$ cat src/rtl/mem_stage.sv
// ---------------------------------------------------------------------------
// mem_stage
//   Memory-access pipeline stage sitting between the ex_mem and mem_wb
//   registers. Non-memory instructions flow through combinationally. Loads
//   and stores issue a single request to the memory controller and hold the
//   pipeline (stall_req_o) until the controller reports completion. Load data
//   is sign/zero-extended before being handed to writeback.
//
// Ports
//   clk, rst          clock, asynchronous active-high reset
//   ex_*_i            instruction from the ex_mem register (held while stalled)
//   flush_i           discard the current instruction
//   mc_*_o / mc_*_i   memory controller request / response
//   valid_o, wd_o, wreg_o, wdata_o   result toward mem_wb
//   stall_req_o       hold upstream stages this cycle
//   misaligned_o      one-cycle pulse for a misaligned load/store
//
// Controller handshake: mc_req_o stays high with stable request fields until
// a cycle where mc_ready_i=1 (the request is accepted on that edge). The
// response is a one-cycle mc_done_i pulse carrying mc_rdata_i, which may come
// in the accept cycle itself or any later cycle.
// ---------------------------------------------------------------------------
module mem_stage #(
    parameter int ADDR_W = 32,
    parameter int DATA_W = 32
) (
    input  logic              clk,
    input  logic              rst,
    input  logic              ex_valid_i,
    input  logic [4:0]        ex_wd_i,
    input  logic              ex_wreg_i,
    input  logic [DATA_W-1:0] ex_wdata_i,
    input  logic [3:0]        ex_memop_i,
    input  logic [ADDR_W-1:0] ex_mem_addr_i,
    input  logic [DATA_W-1:0] ex_store_data_i,
    input  logic              flush_i,
    output logic              mc_req_o,
    output logic              mc_we_o,
    output logic [ADDR_W-1:0] mc_addr_o,
    output logic [1:0]        mc_size_o,
    output logic [DATA_W-1:0] mc_wdata_o,
    input  logic              mc_ready_i,
    input  logic              mc_done_i,
    input  logic [DATA_W-1:0] mc_rdata_i,
    output logic              valid_o,
    output logic [4:0]        wd_o,
    output logic              wreg_o,
    output logic [DATA_W-1:0] wdata_o,
    output logic              stall_req_o,
    output logic              misaligned_o
);

    typedef enum logic [2:0] {
        S_IDLE  = 3'd0,
        S_REQ   = 3'd1,
        S_WAIT  = 3'd2,
        S_DONE  = 3'd3,
        S_DRAIN = 3'd4
    } state_t;

    state_t            state_q, state_d;
    logic [3:0]        memop_q, memop_d;   // memop of the access in flight
    logic [DATA_W-1:0] rdata_q, rdata_d;   // extended load result

    // memop encoding: 1=LB 2=LH 3=LW 4=LBU 5=LHU 6=SB 7=SH 8=SW
    function automatic logic op_is_mem(input logic [3:0] op);
        return (op >= 4'd1) && (op <= 4'd8);
    endfunction

    function automatic logic op_is_load(input logic [3:0] op);
        return (op >= 4'd1) && (op <= 4'd5);
    endfunction

    function automatic logic [1:0] op_size(input logic [3:0] op);
        case (op)
            4'd1, 4'd4, 4'd6: op_size = 2'd0;
            4'd2, 4'd5, 4'd7: op_size = 2'd1;
            default:          op_size = 2'd2;
        endcase
    endfunction

    function automatic logic [DATA_W-1:0] load_extend(input logic [3:0] op,
                                                      input logic [DATA_W-1:0] d);
        case (op)
            4'd1:    load_extend = {{(DATA_W-8){d[7]}}, d[7:0]};
            4'd2:    load_extend = {{(DATA_W-16){d[15]}}, d[15:0]};
            4'd4:    load_extend = {{(DATA_W-8){1'b0}}, d[7:0]};
            4'd5:    load_extend = {{(DATA_W-16){1'b0}}, d[15:0]};
            default: load_extend = d;
        endcase
    endfunction

    function automatic logic [DATA_W-1:0] store_align(input logic [3:0] op,
                                                      input logic [DATA_W-1:0] d);
        case (op_size(op))
            2'd0:    store_align = {{(DATA_W-8){1'b0}}, d[7:0]};
            2'd1:    store_align = {{(DATA_W-16){1'b0}}, d[15:0]};
            default: store_align = d;
        endcase
    endfunction

    logic       ex_is_mem;
    logic [1:0] ex_size;
    logic       ex_misaligned;

    assign ex_is_mem     = op_is_mem(ex_memop_i);
    assign ex_size       = op_size(ex_memop_i);
    assign ex_misaligned = ex_is_mem &&
                           (((ex_size == 2'd1) && ex_mem_addr_i[0]) ||
                            ((ex_size == 2'd2) && (ex_mem_addr_i[1:0] != 2'b00)));

    always_ff @(posedge clk or posedge rst) begin
        if (rst) begin
            state_q <= S_IDLE;
            memop_q <= 4'd0;
            rdata_q <= '0;
        end else begin
            state_q <= state_d;
            memop_q <= memop_d;
            rdata_q <= rdata_d;
        end
    end

    always_comb begin
        state_d      = state_q;
        memop_d      = memop_q;
        rdata_d      = rdata_q;
        mc_req_o     = 1'b0;
        mc_we_o      = 1'b0;
        mc_addr_o    = '0;
        mc_size_o    = 2'd0;
        mc_wdata_o   = '0;
        valid_o      = 1'b0;
        wd_o         = 5'd0;
        wreg_o       = 1'b0;
        wdata_o      = '0;
        stall_req_o  = 1'b0;
        misaligned_o = 1'b0;

        // Outputs are forced quiet while reset is held, so an abandoned
        // access cannot leak a stall or result during the reset pulse.
        if (!rst) begin
            case (state_q)
                S_IDLE: begin
                    if (!ex_is_mem) begin
                        valid_o = ex_valid_i && !flush_i;
                        wd_o    = ex_wd_i;
                        wreg_o  = ex_wreg_i && ex_valid_i && !flush_i;
                        wdata_o = ex_wdata_i;
                    end else if (ex_valid_i && !flush_i) begin
                        if (ex_misaligned) begin
                            // Retire without writeback; no request issued.
                            misaligned_o = 1'b1;
                            valid_o      = 1'b1;
                            wd_o         = ex_wd_i;
                        end else begin
                            stall_req_o = 1'b1;
                            memop_d     = ex_memop_i;
                            state_d     = S_REQ;
                        end
                    end
                end

                S_REQ: begin
                    mc_req_o    = 1'b1;
                    mc_we_o     = !op_is_load(memop_q);
                    mc_addr_o   = ex_mem_addr_i;
                    mc_size_o   = op_size(memop_q);
                    mc_wdata_o  = store_align(memop_q, ex_store_data_i);
                    stall_req_o = 1'b1;
                    if (mc_ready_i) begin
                        if (mc_done_i) begin
                            rdata_d = load_extend(memop_q, mc_rdata_i);
                            // Access already finished: a flush just drops it.
                            state_d = flush_i ? S_IDLE : S_DONE;
                        end else begin
                            state_d = flush_i ? S_DRAIN : S_WAIT;
                        end
                    end else if (flush_i) begin
                        state_d = S_IDLE;
                    end
                end

                S_WAIT: begin
                    stall_req_o = 1'b1;
                    if (mc_done_i) begin
                        rdata_d = load_extend(memop_q, mc_rdata_i);
                        state_d = flush_i ? S_IDLE : S_DONE;
                    end else if (flush_i) begin
                        state_d = S_DRAIN;
                    end
                end

                S_DONE: begin
                    valid_o = 1'b1;
                    wd_o    = ex_wd_i;
                    if (op_is_load(memop_q)) begin
                        wreg_o  = ex_wreg_i;
                        wdata_o = rdata_q;
                    end
                    state_d = S_IDLE;
                end

                S_DRAIN: begin
                    // Accepted access must complete before the stage is reused.
                    stall_req_o = 1'b1;
                    if (mc_done_i) begin
                        state_d = S_IDLE;
                    end
                end

                default: state_d = S_IDLE;
            endcase
        end
    end

endmodule

$ cat config.mk
export PLATFORM = sky130hd
export DESIGN_NAME = mem_stage
export DESIGN_NICKNAME = d
export VERILOG_FILES = /design/src/rtl/mem_stage.sv
export SDC_FILE = /design/constraint.sdc
export NUM_CORES = 1
export LEC_CHECK = 0
export CORE_AREA = 2 2 98 100
export DETAILED_ROUTE_END_ITERATION = 10
export DIE_AREA = 0 0 100 102
export GPL_ROUTABILITY_DRIVEN = 0
export GPL_TIMING_DRIVEN = 0
export PLACE_DENSITY_LB_ADDON = 0.08
export SYNTH_ARGS = -nofsm -noshare
export SYNTH_HDL_FRONTEND = slang
export SYNTH_SLANG_ARGS = --single-unit
$ cat constraint.sdc
create_clock -name clk -period 4.95 [get_ports clk]
set_clock_uncertainty 0.15 [all_clocks]
set_input_delay 0.99 -clock clk [delete_from_list [all_inputs] [get_ports clk]]
set_output_delay 0.99 -clock clk [all_outputs]
set_load 0.05 [all_outputs]
==> flow_summary.yaml, run 1 <==
worst_setup_path:
  critPathKind: "input pin to output pin"
  path_delay_family: "buffers and inverters"
  crit_end: "wd_o[0]"
  cp_data_arrival_time_ps: 3680
  path_depth: 6
  path_buf_inv: 2
  critPathMaxStageDelay_ps: 840
  start_kind: "input pin"
  startpoint: "ex_memop_i[0]"
  cp_max_fo: 8
  crit_chain: "clkdlybuf4s50_1, or4_1, a21oi_2, nor2b_1, a21oi_1, clkdlybuf4s50_1"
  critPathMostFrequentCell: "clkdlybuf4s50_1"
  critical_path.endpoint_type: "output pin"
  worstRegToRegCells: 6
  rrSetupSlack_ps: 2440
  slowest_stage: "clkdlybuf4s50_1"
  r2r_end: "rdata_q[18]"
  worstPathRequired_ps: 3810
  r2r-start: "memop_q[1]"
synthesis:
  async_reset_ff_share_pct: 100.0
  synth_area_um2: 2959
  synth_edf_count: 0
  ys_warn_count: 0
  synth_seq_cells: 39
  synth_top_area_share_pct: 32.98
  synthTopCellsByArea: "dfrtp_1 (33%), and3_1 (12%), a22oi_1 (8.1%)"
  synth_common_cells: "and3_1 (57), nand2_1 (57), nor2_1 (48)"
  syn_nets: 543
  avgSynthCellArea_um2: 7.416
  synth_cell_types: 47
  yosysTopAreaCell: "dfrtp_1"
  synthCells: 399
  ys.flop_type: "dfrtp_1"
  yosysSeqAreaShare_pct: 32.98
drt:
  wl_per_cell_um: 15.70
  drt-total-wl_um: 12090
  drtIter0Drc: 205
  via_per_inst: 5.136
  drc: 0
  dr.pass1.iters: 5
  vias: 3955
  ant_nets: 0
clock_network:
  cts_tree: "built"
  root_buffer: "clkbuf_8"
  clkLatencyLatePin_ps: 280
  clock-sinks: 39
  htreeDepth: 2
  clk_pin_slew_ps: 80
  ctsResizeCount: 32
  cts_buffers: 5
  postCtsSetupRepairBufs: 0
  cts_buffer_depth: 2
  postCtsHoldBufs: 0
timing:
  finalCritPeriodShare_pct: 97.42
  fin_ws_ps: 127.8
  worst_slew_pin_slew_ps: 1016
  setup_tns_ps: 0
  worst_hold_slack_ps: 331.9
  max_slew_margin_pct: 31.85
  fin_crit_ps: 4822
  setup_viol: 0
  finalHoldViolCount: 0
  clock.fmax_mhz: 207.4
  drv_slew: 0
floorplan:
  die_x_um: 100
  ios: 253
  coreArea_um2: 9109
  start_util_pct: 32.49
  die_area_um2: 10200
  row_count: 35
  die_h_um: 102
pwr:
  p_int_mw: 1.071
  seqPwrFrac_pct: 26.0
  power_frac_clock_pct: 10.3
  leakage_nw: 2.650
  switching_power_mw: 1.073
  ir_drop_v: 0.0001694
  powerDensity_nw_per_um2: 375.1
  total_power_mw: 2.145
  p_comb_share_pct: 63.7
  switching_share_pct: 50.04
status:
  status: "finished clean"
cells_and_area:
  final_nets: 803
  fillers: 844
  final_core_util_pct: 62.77
  multi_input_area_um2: 1832
  ff_latch_area_um2: 975.9
  diodes: 0
  drive_above_1_share_pct: 3.642
  fin_area_um2: 5718
  final_cells: 770
  area_growth_syn_to_layout_pct: 93.23
placed_design:
  pre_cts_ws_ps: -358.9
  port_buffers: 252
  placedInstanceArea_um2: 5648
  place_inst: 763
  dp_hpwl_um: 9791
global_routing:
  grt_max_degree: 26
  grt_pass1_vias: 3772
  grt_usage_pct: 22.34
  grt-ovfl-total: 0
  antenna_found_initial: 0
  grt_pass1_wl_um: 18450
min_path:
  hold_path.class: "register to register"
  worst_hold_path.num_cells: 2
run:
  maxCapViolCount: 0
==> flip-flops by register name, summed over array words and instances, names as in the netlist <==
signal / flops
memop_q: 4
rdata_q: 32
state_q: 3
==> layout make-up <==
cell class | instances | area share [%]
repair buffers | 253 | 44.11
multi-input cells | 319 | 32.04
flip-flops and latches | 39 | 17.07
plain buffers | 35 | 2.429
well taps | 111 | 2.429
clock buffers | 6 | 1.444
inverters | 6 | 0.3939
clock inverters | 1 | 0.08753
==> worst min-delay path, stage by stage, from the launching register on <==
cell     delay [ps]
dfrtp_1         350
nand2_1          50
nand2_1          50
==> per-layer routing <==
metal  part of all wire, %  GRT usage, %
met3                   7.4         5.540
met5                     0             0
met4                  0.96         3.899
met1                    40         26.80
met2                    52         41.16
==> logic make-up after synthesis <==
logic type | after synthesis | share of synthesized area [%]
xor+xnor | 3 | 0.8881
simple gates | 196 | 32.94
buf+inv | 41 | 5.327
compound gates | 112 | 24.99
mux | 8 | 2.875
flops | 39 | 32.98
==> cell usage in the layout, fill, tap and decap left out, types with 2 or more instances in the layout <==
cell and count:
clkdlybuf4s50_1 218, nand2_1 57, and3_1 57, nor2_1 47, dfrtp_1 39, a21oi_1 33
a22oi_1 32, dlygate4sd2_1 30, clkbuf_1 28, o21ai_0 23, and2_1 11, clkbuf_8 6
inv_1 5, mux2i_1 4, o31ai_1 4, dlymetal6s2s_1 4, buf_2 3, nor2b_1 3
xor2_1 3, nor3_1 3, nand3b_1 3, clkbuf_2 3, a41oi_1 2, or3b_1 2
nor3b_1 2, nor4_1 2, o21a_1 2, nand3_1 2, mux2_1 2, mux2_2 2
==> power by group through the flow <==
stage | clock, mW | combinational (mW) | sequential (mW)
4_1_cts | 0.223 | 1.37 | 0.557
5_1_grt | 0.239 | 1.49 | 0.577
6_report | 0.220 | 1.37 | 0.558
2_1_floorplan | 0 | 0.928 | 0.534
3_5_place_dp | 0 | 1.39 | 0.564
3_3_place_gp | 0 | 1.36 | 0.559
==> how the worst min path moves through the flow <==
stage	startpoint	end	slack, ps
after floorplan	rdata_q[0]	rdata_q[0]	300
after CTS	rdata_q[0]	rdata_q[0]	330
after global placement	rdata_q[4]	rdata_q[4]	320
after global routing	rdata_q[6]	rdata_q[6]	360
final	rdata_q[0]	rdata_q[0]	330
after detailed placement	rdata_q[0]	rdata_q[0]	310
Note: power is estimated with default switching activity, not from simulation.
==> inputs of run 2 (changes only) <==
--- a/config.mk
+++ b/config.mk
@@ -10,7 +10,7 @@
 export DIE_AREA = 0 0 100 102
 export GPL_ROUTABILITY_DRIVEN = 0
 export GPL_TIMING_DRIVEN = 0
-export PLACE_DENSITY_LB_ADDON = 0.08
+export PLACE_DENSITY_LB_ADDON = 0.12
 export SYNTH_ARGS = -nofsm -noshare
 export SYNTH_HDL_FRONTEND = slang
 export SYNTH_SLANG_ARGS = --single-unit
==> run 2 against run 1 <==
Against the previous run:
- flip-flop and latch count unchanged
- utilization down 0.25 points
- clock power down 6%
- critical endpoint is now wd_o[2]
- combinational power about the same
- non-clock buffer count unchanged
- sequential share of layout area up 0.067 points
==> flow_summary.yaml, run 2 (synthesis gave the netlist of run 1 again) <==
worst_setup_path:
  path_delay_family: "buffers and inverters"
  critPathMostFrequentCell: "clkdlybuf4s50_1"
  critical_path.endpoint_type: "output pin"
  critPathMaxStageDelay_ps: 830
  cp_max_fo: 8
  worstPathRequired_ps: 3810
  critPathKind: "input pin to output pin"
  path_buf_inv: 2
  slowest_stage: "clkdlybuf4s50_1"
  cp_data_arrival_time_ps: 3620
  start_kind: "input pin"
  crit_chain: "clkdlybuf4s50_1, or4_1, a21oi_2, nor2b_1, a21oi_1, clkdlybuf4s50_1"
clock_network:
  postCtsHoldBufs: 0
  clk_pin_slew_ps: 70
  cts_tree: "built"
  clkLatencyLatePin_ps: 290
  clock-sinks: 39
  cts_buffer_depth: 2
  root_buffer: "clkbuf_8"
  htreeDepth: 2
  cts_buffers: 5
placed_design:
  dp_hpwl_um: 9458
  port_buffers: 252
  pre_cts_ws_ps: -341.2
timing:
  clock.fmax_mhz: 210.0
  setup_viol: 0
  worst_slew_pin_slew_ps: 940.8
  drv_slew: 0
  setup_tns_ps: 0
  finalCritPeriodShare_pct: 96.18
  max_slew_margin_pct: 36.90
  rsz0062_at_grt: "false"
  fin_crit_ps: 4761
  fin_ws_ps: 189.1
  finalHoldViolCount: 0
floorplan:
  die_x_um: 100
  ios: 253
  die_h_um: 102
  start_util_pct: 32.49
  coreArea_um2: 9109
  die_area_um2: 10200
  row_count: 35
drt:
  drc: 0
  ant_nets: 0
  dr.pass1.iters: 4
  drtIter0Drc: 141
  via_per_inst: 5.047
  wl_per_cell_um: 15.27
  drt-total-wl_um: 11770
  vias: 3891
cells_and_area:
  fillers: 846
  top_regs: "rdata_q x32, memop_q x4, state_q x3"
  final_core_util_pct: 62.53
  area_growth_syn_to_layout_pct: 92.47
  final_cell_mix: "clkdlybuf4s50_1 (219), nand2_1 (57), and3_1 (57)"
  diodes: 0
  regMostFlops: "rdata_q"
  drive_above_1_share_pct: 3.333
  final_nets: 803
  final_common_cell: "clkdlybuf4s50_1"
  largest_register_ffs: 32
global_routing:
  grt_max_degree: 30
  grt-ovfl-total: 0
  grt_usage_pct: 21.59
  antenna_found_initial: 0
  grt_pass1_vias: 3742
  grt_pass1_wl_um: 17910
run:
  maxCapViolCount: 0
status:
  status: "finished clean"
pwr:
  powerDensity_nw_per_um2: 373.6
  ir_drop_v: 0.0001393
  leakage_nw: 2.611
min_path:
  hold_path.class: "register to register"
-- run 2: metal layers --
layer	wire length, µm	global-route usage (%)
met3	804	4.993
met1	4796	25.58
met5	0	0
met4	124	5.374
met2	6045	39.66
-- run 2: path summary, 6_finish.rpt --
| kind | from | endpoint | slack (ps) | cells past startpoint |
|---|---|---|---|---|
| max | ex_memop_i[0] | wd_o[2] | 190 | 6 |
| min | rdata_q[31] | rdata_q[31] | 340 | 2 |
| max reg2reg | memop_q[1] | rdata_q[24] | 2470 | 6 |
| min reg2reg | rdata_q[31] | rdata_q[31] | 340 | 2 |
| max in group asynchronous | rst | rdata_q[26] | 2860 | 4 |
| min in group asynchronous | rst | rdata_q[9] | 1310 | 3 |
-- run 2: area by class of cell --
cell class | instances | area (µm²) | share of cell area (%)
timing repair buffer | 253 | 2509 | 44.05
multi-input combinational | 319 | 1829 | 32.12
sequential | 39 | 975.9 | 17.14
buffer | 35 | 138.9 | 2.438
tap | 111 | 138.9 | 2.438
clock buffer | 7 | 76.32 | 1.340
inverter | 6 | 22.52 | 0.3954
clock inverter | 1 | 5.005 | 0.08787
-- run 2: repair_timing --
| item | in CTS | in global routing |
|---|---|---|
| buffers inserted | 0 | 0 |
| gates resized for setup | 33 | 6 |
| endpoints found under the setup margin | 36 | 20 |
| hold endpoints to repair | 0 | 0 |
-- run 2: worst register-to-register path: cells and delay by family (launching register included) --
family / cells / cell delay [ps]
AOI/OAI and AO/OA: 3 / 1070
and+or+nand+nor: 1 / 180
DFF: 1 / 390
buffers and inverters: 2 / 610
-- run 2: power breakdown --
part	internal, mW	switching (mW)	total (mW)
Combinational	0.497	0.864	1.36
Clock	0.0990	0.108	0.207
Sequential	0.464	0.0964	0.560
Total	1.06	1.07	2.13
-- run 2: metrics by stage --
stage	hold slack (ps)	power [mW]	area [µm²]	std cells
2_1_floorplan	296.5	1.463	2959	399
3_3_place_gp	315.2	1.914	5620	762
3_5_place_dp	323.5	1.946	5640	763
4_1_cts	341.4	2.135	5688	771
5_1_grt	358.0	2.285	5695	771
6_report	335.5	2.128	5695	771
==> inputs of run 3 (changes only) <==
--- a/config.mk
+++ b/config.mk
@@ -10,7 +10,9 @@
 export DIE_AREA = 0 0 100 102
 export GPL_ROUTABILITY_DRIVEN = 0
 export GPL_TIMING_DRIVEN = 0
+export HOLD_SLACK_MARGIN = 0.05
 export PLACE_DENSITY_LB_ADDON = 0.12
+export RECOVER_POWER = 100
 export SYNTH_ARGS = -nofsm -noshare
 export SYNTH_HDL_FRONTEND = slang
 export SYNTH_SLANG_ARGS = --single-unit
==> run 3 against run 2 <==
Against the previous run:
- die area stayed put
- sequential share of layout area rose by 0.053 points
- combinational power is essentially flat
- critical endpoint is now wdata_o[31]
- largest power group unchanged
- highest routed layer unchanged
==> flow_summary.yaml, run 3 (synthesis gave the netlist of run 1 again) <==
drt:
  drtIter0Drc: 159
  drt-total-wl_um: 11680
  via_per_inst: 5.052
  vias: 3895
  ant_nets: 0
  drc: 0
  dr.pass1.iters: 4
  wl_per_cell_um: 15.15
cells_and_area:
  largest_register_ffs: 32
  drive_above_1_share_pct: 3.333
  final_cells: 771
  diodes: 0
  final_cell_mix: "clkdlybuf4s50_1 (146), dlygate4sd3_1 (73), nand2_1 (57), and3_1 (57), nor2_1 (48)"
  top_regs: "rdata_q x32, memop_q x4, state_q x3"
  fin_area_um2: 5678
  regMostFlops: "rdata_q"
  area_growth_syn_to_layout_pct: 91.88
  final_core_util_pct: 62.34
  final_common_cell: "clkdlybuf4s50_1"
  final_nets: 803
pwr:
  ir_drop_v: 0.0001382
  leakage_nw: 2.817
  powerDensity_nw_per_um2: 369.5
  p_comb_share_pct: 63.5
  switching_share_pct: 50.63
  power_frac_clock_pct: 9.8
  p_int_mw: 1.036
  switching_power_mw: 1.062
  seqPwrFrac_pct: 26.7
worst_setup_path:
  cp_max_fo: 8
  cp_data_arrival_time_ps: 3620
  worstPathRequired_ps: 3810
  start_kind: "input pin"
  critical_path.endpoint_type: "output pin"
  critPathKind: "input pin to output pin"
timing:
  clock.fmax_mhz: 210.1
  drv_slew: 0
  finalCritPeriodShare_pct: 96.16
  fin_crit_ps: 4760
  finalHoldViolCount: 0
  worst_slew_pin_slew_ps: 913.7
  max_slew_margin_pct: 38.72
  setup_tns_ps: 0
  setup_viol: 0
  worst_hold_slack_ps: 335.6
  rsz0062_at_grt: "false"
placed_design:
  place_inst: 763
  dp_hpwl_um: 9458
  placedInstanceArea_um2: 5640
  port_buffers: 252
floorplan:
  ios: 253
  row_count: 35
  die_area_um2: 10200
  die_h_um: 102
  start_util_pct: 32.49
  coreArea_um2: 9109
  die_x_um: 100
global_routing:
  grt_usage_pct: 21.59
  grt-ovfl-total: 0
  antenna_found_initial: 0
  grt_max_degree: 30
  grt_pass1_vias: 3742
  grt_pass1_wl_um: 17910
status:
  status: "finished clean"
clock_network:
  clk_pin_slew_ps: 70
  root_buffer: "clkbuf_8"
  htreeDepth: 2
  clock-sinks: 39
  cts_tree: "built"
  postCtsHoldBufs: 0
  cts_buffers: 5
  clkLatencyLatePin_ps: 280
  cts_buffer_depth: 2
min_path:
  hold_path.class: "register to register"
run:
  maxCapViolCount: 0
[run 3: cell count changes in the layout (fill, tap and decap cells not counted), sizes merged]
cell,delta
dlygate4sd3,+73
clkbuf,+3
clkdlybuf4s50,-73
dlymetal6s2s,-2
buf,-1
[run 3: critical path, cell delays in order]
cell	delay (ps)
clkdlybuf4s50_1	520
or4_1	600
a21oi_2	320
a22oi_1	140
nor2_1	160
dlygate4sd3_1	880
[run 3: worst paths after layout]
check / to / depth (start not counted) / start / slack, ps
hold / removal: rdata_q[31] / 2 / rdata_q[31] / 340
setup reg to reg: rdata_q[24] / 6 / memop_q[1] / 2490
setup / recovery: wdata_o[31] / 6 / ex_memop_i[0] / 190
max in group asynchronous: rdata_q[26] / 4 / rst / 2860
hold reg to reg: rdata_q[31] / 2 / rdata_q[31] / 340
min in group asynchronous: memop_q[0] / 3 / rst / 1310
[run 3: layer usage]
metal	wire, µm	track usage [%]	vias to the layer above
met5	0	0	-
met4	142	5.374	0
met3	799	4.993	11
met2	6047	39.66	160
met1	4694	25.58	1775
li1	-	-	1949
[run 3: stage by stage]
stage / power (mW) / setup WS (ps)
after floorplan: 1.463 / 579.2
after global placement: 1.914 / -462.7
after detailed placement: 1.946 / -341.2
after CTS: 2.135 / 88.90
after global routing: 2.259 / 20.20
final: 2.098 / 190.1
[run 3: power groups by stage]
stage                     logic (mW)  registers, mW  clock network, mW
final                           1.33          0.560              0.206
after global placement          1.35          0.561                  0
after global routing            1.46          0.576              0.225
after floorplan                0.928          0.534                  0
after detailed placement        1.38          0.565                  0
after CTS                       1.36          0.560              0.211
[run 3: area by class of cell]
class                      instances  area (µm²)
buffer                            35       138.9
clock buffer                       7       76.32
clock inverter                     1       5.005
fill                             848        3431
inverter                           6       22.52
multi-input combinational        319        1829
sequential                        39       975.9
tap                              111       138.9
timing repair buffer             253        2491
[run 3: timing repair]
item | in CTS | in global routing
buffers inserted | 0 | 0
resized for setup | 33 | 6
endpoints found under the setup margin | 36 | 20
